[config.mk]
export PLATFORM = sky130hd
export DESIGN_NAME = sprite_pixel_fetch
export DESIGN_NICKNAME = d
export VERILOG_FILES = /design/src/rtl/sprite_pixel_fetch.sv
export SDC_FILE = /design/constraint.sdc
export NUM_CORES = 1
export LEC_CHECK = 0
export CAP_MARGIN = 25
export CORE_MARGIN = 2
export CORE_UTILIZATION = 35
export CTS_CLUSTER_SIZE = 8
export DETAILED_ROUTE_END_ITERATION = 16
export GPL_TIMING_DRIVEN = 0
export PLACE_DENSITY = 0.67
export RECOVER_POWER = 50
export SLEW_MARGIN = 20
export SYNTH_ARGS = -nofsm -noshare
export SYNTH_HDL_FRONTEND = slang
export SYNTH_SLANG_ARGS = --single-unit
[constraint.sdc]
create_clock -name clk -period 5.6 [get_ports clk]
set_clock_uncertainty 0.15 [all_clocks]
set_input_delay 0.84 -clock clk [delete_from_list [all_inputs] [get_ports clk]]
set_output_delay 0.84 -clock clk [all_outputs]
set_load 0.05 [all_outputs]
[src/rtl/sprite_pixel_fetch.sv]
`default_nettype none
// +----------------------------------------------------------------------------+
// | Module : sprite_pixel_fetch                                                |
// | Two-sprite ROM address generator and colour-keyed compositor, 2-cycle pipe |
// | Rev    : 1.0                                                               |
// +----------------------------------------------------------------------------+
module sprite_pixel_fetch #(
  parameter int                    DATA_WIDTH = 16,
  parameter int                    ADDR_WIDTH = 13,
  parameter int                    COORD_W    = 10,
  parameter int                    SPR_W      = 32,
  parameter int                    SPR_H      = 32,
  parameter int                    FRAME_W    = 3,
  parameter logic [DATA_WIDTH-1:0] KEY        = 16'h0000
) (
  input  logic                  clk,
  input  logic                  reset,
  input  logic                  frame_start,
  input  logic [COORD_W-1:0]    hcount,
  input  logic [COORD_W-1:0]    vcount,
  input  logic                  video_on,
  input  logic                  hsync_in,
  input  logic                  vsync_in,
  input  logic [DATA_WIDTH-1:0] bg_pixel,
  input  logic                  s0_en_next,
  input  logic [COORD_W-1:0]    s0_x_next,
  input  logic [COORD_W-1:0]    s0_y_next,
  input  logic [FRAME_W-1:0]    s0_frm_next,
  input  logic                  s1_en_next,
  input  logic [COORD_W-1:0]    s1_x_next,
  input  logic [COORD_W-1:0]    s1_y_next,
  input  logic [FRAME_W-1:0]    s1_frm_next,
  output logic [ADDR_WIDTH-1:0] addr_a,
  output logic [ADDR_WIDTH-1:0] addr_b,
  input  logic [DATA_WIDTH-1:0] q_a,
  input  logic [DATA_WIDTH-1:0] q_b,
  output logic [DATA_WIDTH-1:0] pix_out,
  output logic                  video_on_o,
  output logic                  hsync_o,
  output logic                  vsync_o
);

  localparam int CW = COORD_W + 1;

  // Active (frame-latched) sprite controls, index 0 = sprite 0
  logic                  en_q   [2];
  logic                  en_d   [2];
  logic [COORD_W-1:0]    x_q    [2];
  logic [COORD_W-1:0]    x_d    [2];
  logic [COORD_W-1:0]    y_q    [2];
  logic [COORD_W-1:0]    y_d    [2];
  logic [FRAME_W-1:0]    frm_q  [2];
  logic [FRAME_W-1:0]    frm_d  [2];

  logic                  w_en_next  [2];
  logic [COORD_W-1:0]    w_x_next   [2];
  logic [COORD_W-1:0]    w_y_next   [2];
  logic [FRAME_W-1:0]    w_frm_next [2];
  logic                  w_hit      [2];
  logic [ADDR_WIDTH-1:0] w_addr     [2];

  // Stage-1 and stage-2 pipeline registers
  logic [ADDR_WIDTH-1:0] addr_a_q, addr_a_d, addr_b_q, addr_b_d;
  logic [1:0]            hit1_q, hit1_d, hit2_q, hit2_d;
  logic [DATA_WIDTH-1:0] bg1_q, bg1_d, bg2_q, bg2_d;
  logic                  von1_q, von1_d, von2_q, von2_d;
  logic                  hs1_q, hs1_d, hs2_q, hs2_d;
  logic                  vs1_q, vs1_d, vs2_q, vs2_d;

  assign w_en_next[0]  = s0_en_next;
  assign w_x_next[0]   = s0_x_next;
  assign w_y_next[0]   = s0_y_next;
  assign w_frm_next[0] = s0_frm_next;
  assign w_en_next[1]  = s1_en_next;
  assign w_x_next[1]   = s1_x_next;
  assign w_y_next[1]   = s1_y_next;
  assign w_frm_next[1] = s1_frm_next;

  for (genvar s = 0; s < 2; s++) begin : g_spr
    logic [CW-1:0] hc_ext, vc_ext, x_ext, y_ext, dx, dy;

    always_comb begin
      en_d[s]  = en_q[s];
      x_d[s]   = x_q[s];
      y_d[s]   = y_q[s];
      frm_d[s] = frm_q[s];
      if (frame_start) begin
        en_d[s]  = w_en_next[s];
        x_d[s]   = w_x_next[s];
        y_d[s]   = w_y_next[s];
        frm_d[s] = w_frm_next[s];
      end
    end

    // One extra bit keeps the right/bottom bounds from wrapping at the raster edge
    always_comb begin
      hc_ext   = {1'b0, hcount};
      vc_ext   = {1'b0, vcount};
      x_ext    = {1'b0, x_q[s]};
      y_ext    = {1'b0, y_q[s]};
      dx       = hc_ext - x_ext;
      dy       = vc_ext - y_ext;
      w_hit[s] = en_q[s] & video_on
               & (hc_ext >= x_ext) & (hc_ext < x_ext + CW'(SPR_W))
               & (vc_ext >= y_ext) & (vc_ext < y_ext + CW'(SPR_H));
      w_addr[s] = '0;
      if (w_hit[s]) begin
        w_addr[s] = ADDR_WIDTH'(frm_q[s]) * ADDR_WIDTH'(SPR_W * SPR_H)
                  + ADDR_WIDTH'(dy) * ADDR_WIDTH'(SPR_W)
                  + ADDR_WIDTH'(dx);
      end
    end

    always_ff @(posedge clk) begin
      if (reset) begin
        en_q[s]  <= 1'b0;
        x_q[s]   <= '0;
        y_q[s]   <= '0;
        frm_q[s] <= '0;
      end else begin
        en_q[s]  <= en_d[s];
        x_q[s]   <= x_d[s];
        y_q[s]   <= y_d[s];
        frm_q[s] <= frm_d[s];
      end
    end
  end

  always_comb begin
    addr_a_d = w_addr[0];
    addr_b_d = w_addr[1];
    hit1_d   = {w_hit[1], w_hit[0]};
    bg1_d    = bg_pixel;
    von1_d   = video_on;
    hs1_d    = hsync_in;
    vs1_d    = vsync_in;
    hit2_d   = hit1_q;
    bg2_d    = bg1_q;
    von2_d   = von1_q;
    hs2_d    = hs1_q;
    vs2_d    = vs1_q;
  end

  always_ff @(posedge clk) begin
    if (reset) begin
      addr_a_q <= '0;
      addr_b_q <= '0;
      hit1_q   <= '0;
      bg1_q    <= '0;
      von1_q   <= 1'b0;
      hs1_q    <= 1'b1;
      vs1_q    <= 1'b1;
      hit2_q   <= '0;
      bg2_q    <= '0;
      von2_q   <= 1'b0;
      hs2_q    <= 1'b1;
      vs2_q    <= 1'b1;
    end else begin
      addr_a_q <= addr_a_d;
      addr_b_q <= addr_b_d;
      hit1_q   <= hit1_d;
      bg1_q    <= bg1_d;
      von1_q   <= von1_d;
      hs1_q    <= hs1_d;
      vs1_q    <= vs1_d;
      hit2_q   <= hit2_d;
      bg2_q    <= bg2_d;
      von2_q   <= von2_d;
      hs2_q    <= hs2_d;
      vs2_q    <= vs2_d;
    end
  end

  // ROM data arrives in the same cycle as the stage-2 bits, so the final mux is combinational
  always_comb begin
    pix_out = bg2_q;
    if (hit2_q[1] && (q_b != KEY)) pix_out = q_b;
    if (hit2_q[0] && (q_a != KEY)) pix_out = q_a;
    if (!von2_q)                   pix_out = '0;
  end

  assign addr_a     = addr_a_q;
  assign addr_b     = addr_b_q;
  assign video_on_o = von2_q;
  assign hsync_o    = hs2_q;
  assign vsync_o    = vs2_q;

endmodule
`default_nettype wire

==> results.sh <==
export IMPL_first_global_vias=5824
export IMPL_die_x_um=146
export IMPL_crit_arrival_ns=3.74
export IMPL_grt_usage_pct=17.3
export IMPL_synth_top_area_share_pct=33.0
export IMPL_port_buffers=164
export IMPL_antenna_found_initial=0
export IMPL_clkSinkCount=116
export IMPL_routed_via_density=4.78
export IMPL_root_buffer="clkbuf_16"
export IMPL_grt_remaining_overflow=0
export IMPL_clk_path_buf_depth=2
export IMPL_cp_common_cell="clkdlybuf4s50_1"
export IMPL_insertion_delay_ns=0.43
export IMPL_die_h_um=146
export IMPL_synthesis_nets=983
export IMPL_startpoint="q_b[8]"
export IMPL_vias=5861
export IMPL_synth_cell_area_mm2=0.00703
export IMPL_grt_max_degree=17
export IMPL_layoutNonFillerInstCount=1226
export IMPL_startpoint_type="input pin"
export IMPL_place_inst=1194
export IMPL_crit_path_top_delay_cell="clkdlybuf4s50_1"
export IMPL_relSlewSlack_pct=41.7
export IMPL_avgRoutedWirePerCell_um=14.7
export IMPL_status="finished, final reports clean"
export IMPL_drc=0
export IMPL_leakage_nw=4.15
export IMPL_ys_ff_latch=116
export IMPL_r2r_start="x_q[0][0]$_SDFFE_PP0P_"
export IMPL_final_max_slew_viol_count=0
export IMPL_ys_top_cells_by_area="dfxtp_1 33%, ha_1 16%, mux2i_1 8.8%"
export IMPL_cts_buffers=17
export IMPL_post_cts_setup_buffers=0
export IMPL_post_cts_resized=0
export IMPL_hold_ws_ns=0.260
export IMPL_synth_cell_types=56
export IMPL_ant_nets=0
export IMPL_coreArea_mm2=0.0196
export IMPL_grt_pass1_wl_um=29400
export IMPL_cts_tree="done"
export IMPL_num_antenna_cells=0
export IMPL_cts_max_level=4
export IMPL_end_kind="primary output"
export IMPL_post_route_min_period_ns=4.73
export IMPL_yosys_warnings=0
export IMPL_required_ns=4.61
export IMPL_synth_edf_count=0
export IMPL_min_path_type="reg2reg"
export IMPL_postSynthAreaPerCell_um2=9.19
export IMPL_period_share_pct=84.4
export IMPL_start_util_pct=35.9
export IMPL_async_reset_ff_share_pct=0
export IMPL_syn_inst=765
export IMPL_die_area_mm2=0.0212
export IMPL_wl_um=18000
export IMPL_fin_setup_tns_ns=0
export IMPL_critPathBufInv=3
export IMPL_drtIter0Drc=207
export IMPL_rows=51
export IMPL_grt_setup_unrepaired="no"
export IMPL_slowest_delay_ns=0.79
export IMPL_worst_pin_slew_ns=0.875
export IMPL_critPathTopFamily="buffers and inverters"
export IMPL_power_density_mw_per_mm2=285
export IMPL_clkTransAtPathRegs_ns=0.06
export IMPL_total_power_mw=2.74
export IMPL_synth_top_flop_cell="dfxtp_1"
export IMPL_dp_final_hpwl_um=14400
export IMPL_crit_path_cell_trace="clkdlybuf4s50_1 -> nor4_1 -> a41oi_1 -> buf_2 -> mux2i_1 -> nand2_1 -> o211a_1 -> clkdlybuf4s50_1"
export IMPL_pin_count=167
export IMPL_hold_viol=0
export IMPL_cap_violations=0
export IMPL_gp_congestion=0.861
export IMPL_yosys_area_top_type="dfxtp_1"
export IMPL_seq_area_frac_synth_pct=33.0
export IMPL_drive_gt1_share_pct=5.72
export IMPL_first_pass_iters=5
export IMPL_nets=1166
export IMPL_postCtsHoldBufs=0
export IMPL_utilization_pct=49.1
export IMPL_cp_max_fo=10
export IMPL_setup_viol=0
export IMPL_ir_drop_uv=214
export IMPL_min_from="hs1_q$_SDFF_PP1_"
export IMPL_area_growth_pct=36.8
export IMPL_max_freq_mhz=212
export IMPL_crit_type="in2out"
## layout make-up
type	count	area (um^2)
plain buffers	25	105
fillers	1881	9970
clock buffers	18	439
inverters	64	240
repair buffers	164	1640
multi-input cells	560	4360
well taps	265	332
clock inverters	14	179
flip-flops and latches	116	2320
## metal layers
layer	part of all wire (%)	track usage, %	routed length, um
met1	45	21.8	8110
met2	47	29.1	8490
met3	6.5	3.82	1170
met4	1.2	6.62	224
met5	0	0	0
## final timing paths
| kind | depth (start not counted) | slack, ns | end |
|---|---|---|---|
| setup / recovery | 8 | 0.87 | pix_out[13] |
| hold reg to reg | 1 | 0.26 | hsync_o$_SDFF_PP1_ |
| hold / removal | 1 | 0.26 | hsync_o$_SDFF_PP1_ |
| setup reg to reg | 17 | 1.54 | addr_a[12]$_SDFF_PP0_ |
## per-stage QoR
stage | area [um^2] | setup slack [ns]
2_1_floorplan | 7030 | 1.30
3_3_place_gp | 9000 | 0.420
3_5_place_dp | 9000 | 0.413
4_1_cts | 9620 | 0.850
5_1_grt | 9620 | 0.514
6_report | 9620 | 0.874
## state kept, by name, indices dropped and copies added, names as in the netlist, 2 cells and up
register	flops
addr_a	13
addr_b	13
bg2_q	16
y_q	20
bg1_q	16
en_q	2
frm_q	6
hit1_q	2
hit2_q	2
x_q	20
## worst reg2reg max path: stages (launching register included)
cell	delay [ns]
dfxtp_1	0.31
ha_1	0.20
fa_1	0.38
nor2b_1	0.15
o21ai_0	0.13
a21boi_0	0.25
o21ai_0	0.14
nor2b_1	0.16
xnor2_1	0.12
ha_1	0.29
ha_1	0.22
fa_1	0.42
a211oi_1	0.29
o21bai_1	0.12
a21oi_1	0.25
xnor2_1	0.17
xnor2_1	0.14
nor2_1	0.06
## cell usage in the layout (no fill, tap or decap), drive strengths merged, types with 2 or more instances in the layout
master,instances
or3,2
a211oi,10
or2,5
nor2,78
and3,2
nand4,8
a21o,16
xnor2,33
inv,66
o22ai,2
dfxtp,116
a31oi,6
a21boi,4
clkdlybuf4s50,163
o211a,16
nor3,24
fa,8
clkinv,6
nand2b,2
o21a,2
clkinvlp,3
mux2i,62
nor4,11
bufinv,3
nand3,13
xor2,12
clkbuf,37
buf,6
nand2,27
o211ai,5
o21ai,21
ha,88
nor2b,50
o21bai,6
a21oi,29
## synthesized netlist by cell type (all sizes together), types with 9 or more instances
master	n
nor2b	50
o211a	16
mux2i	62
nor4	11
inv	64
a21o	16
xnor2	33
clkbuf	16
a211oi	10
buf	9
nor3	24
xor2	12
nor2	78
nand2	27
ha	88
dfxtp	116
a21oi	29
nand3	13
o21ai	21
## report_power, final
part | switching, mW | internal (mW)
sequential | 0.0206 | 0.860
combinational | 0.365 | 0.357
clock | 0.423 | 0.715
## logic make-up (layout without fill, tap and decap cells)
| logic type | count (synthesis) | after routing | synth area share, % |
|---|---|---|---|
| compound gates | 129 | 129 | 12.8 |
| buf+inv | 89 | 285 | 4.93 |
| mux | 62 | 62 | 8.83 |
| fa+ha+maj | 96 | 96 | 17.9 |
| xor+xnor | 45 | 45 | 5.61 |
| flops | 116 | 116 | 33.0 |
| simple gates | 228 | 228 | 16.9 |
(Power assumes the default switching activity.)
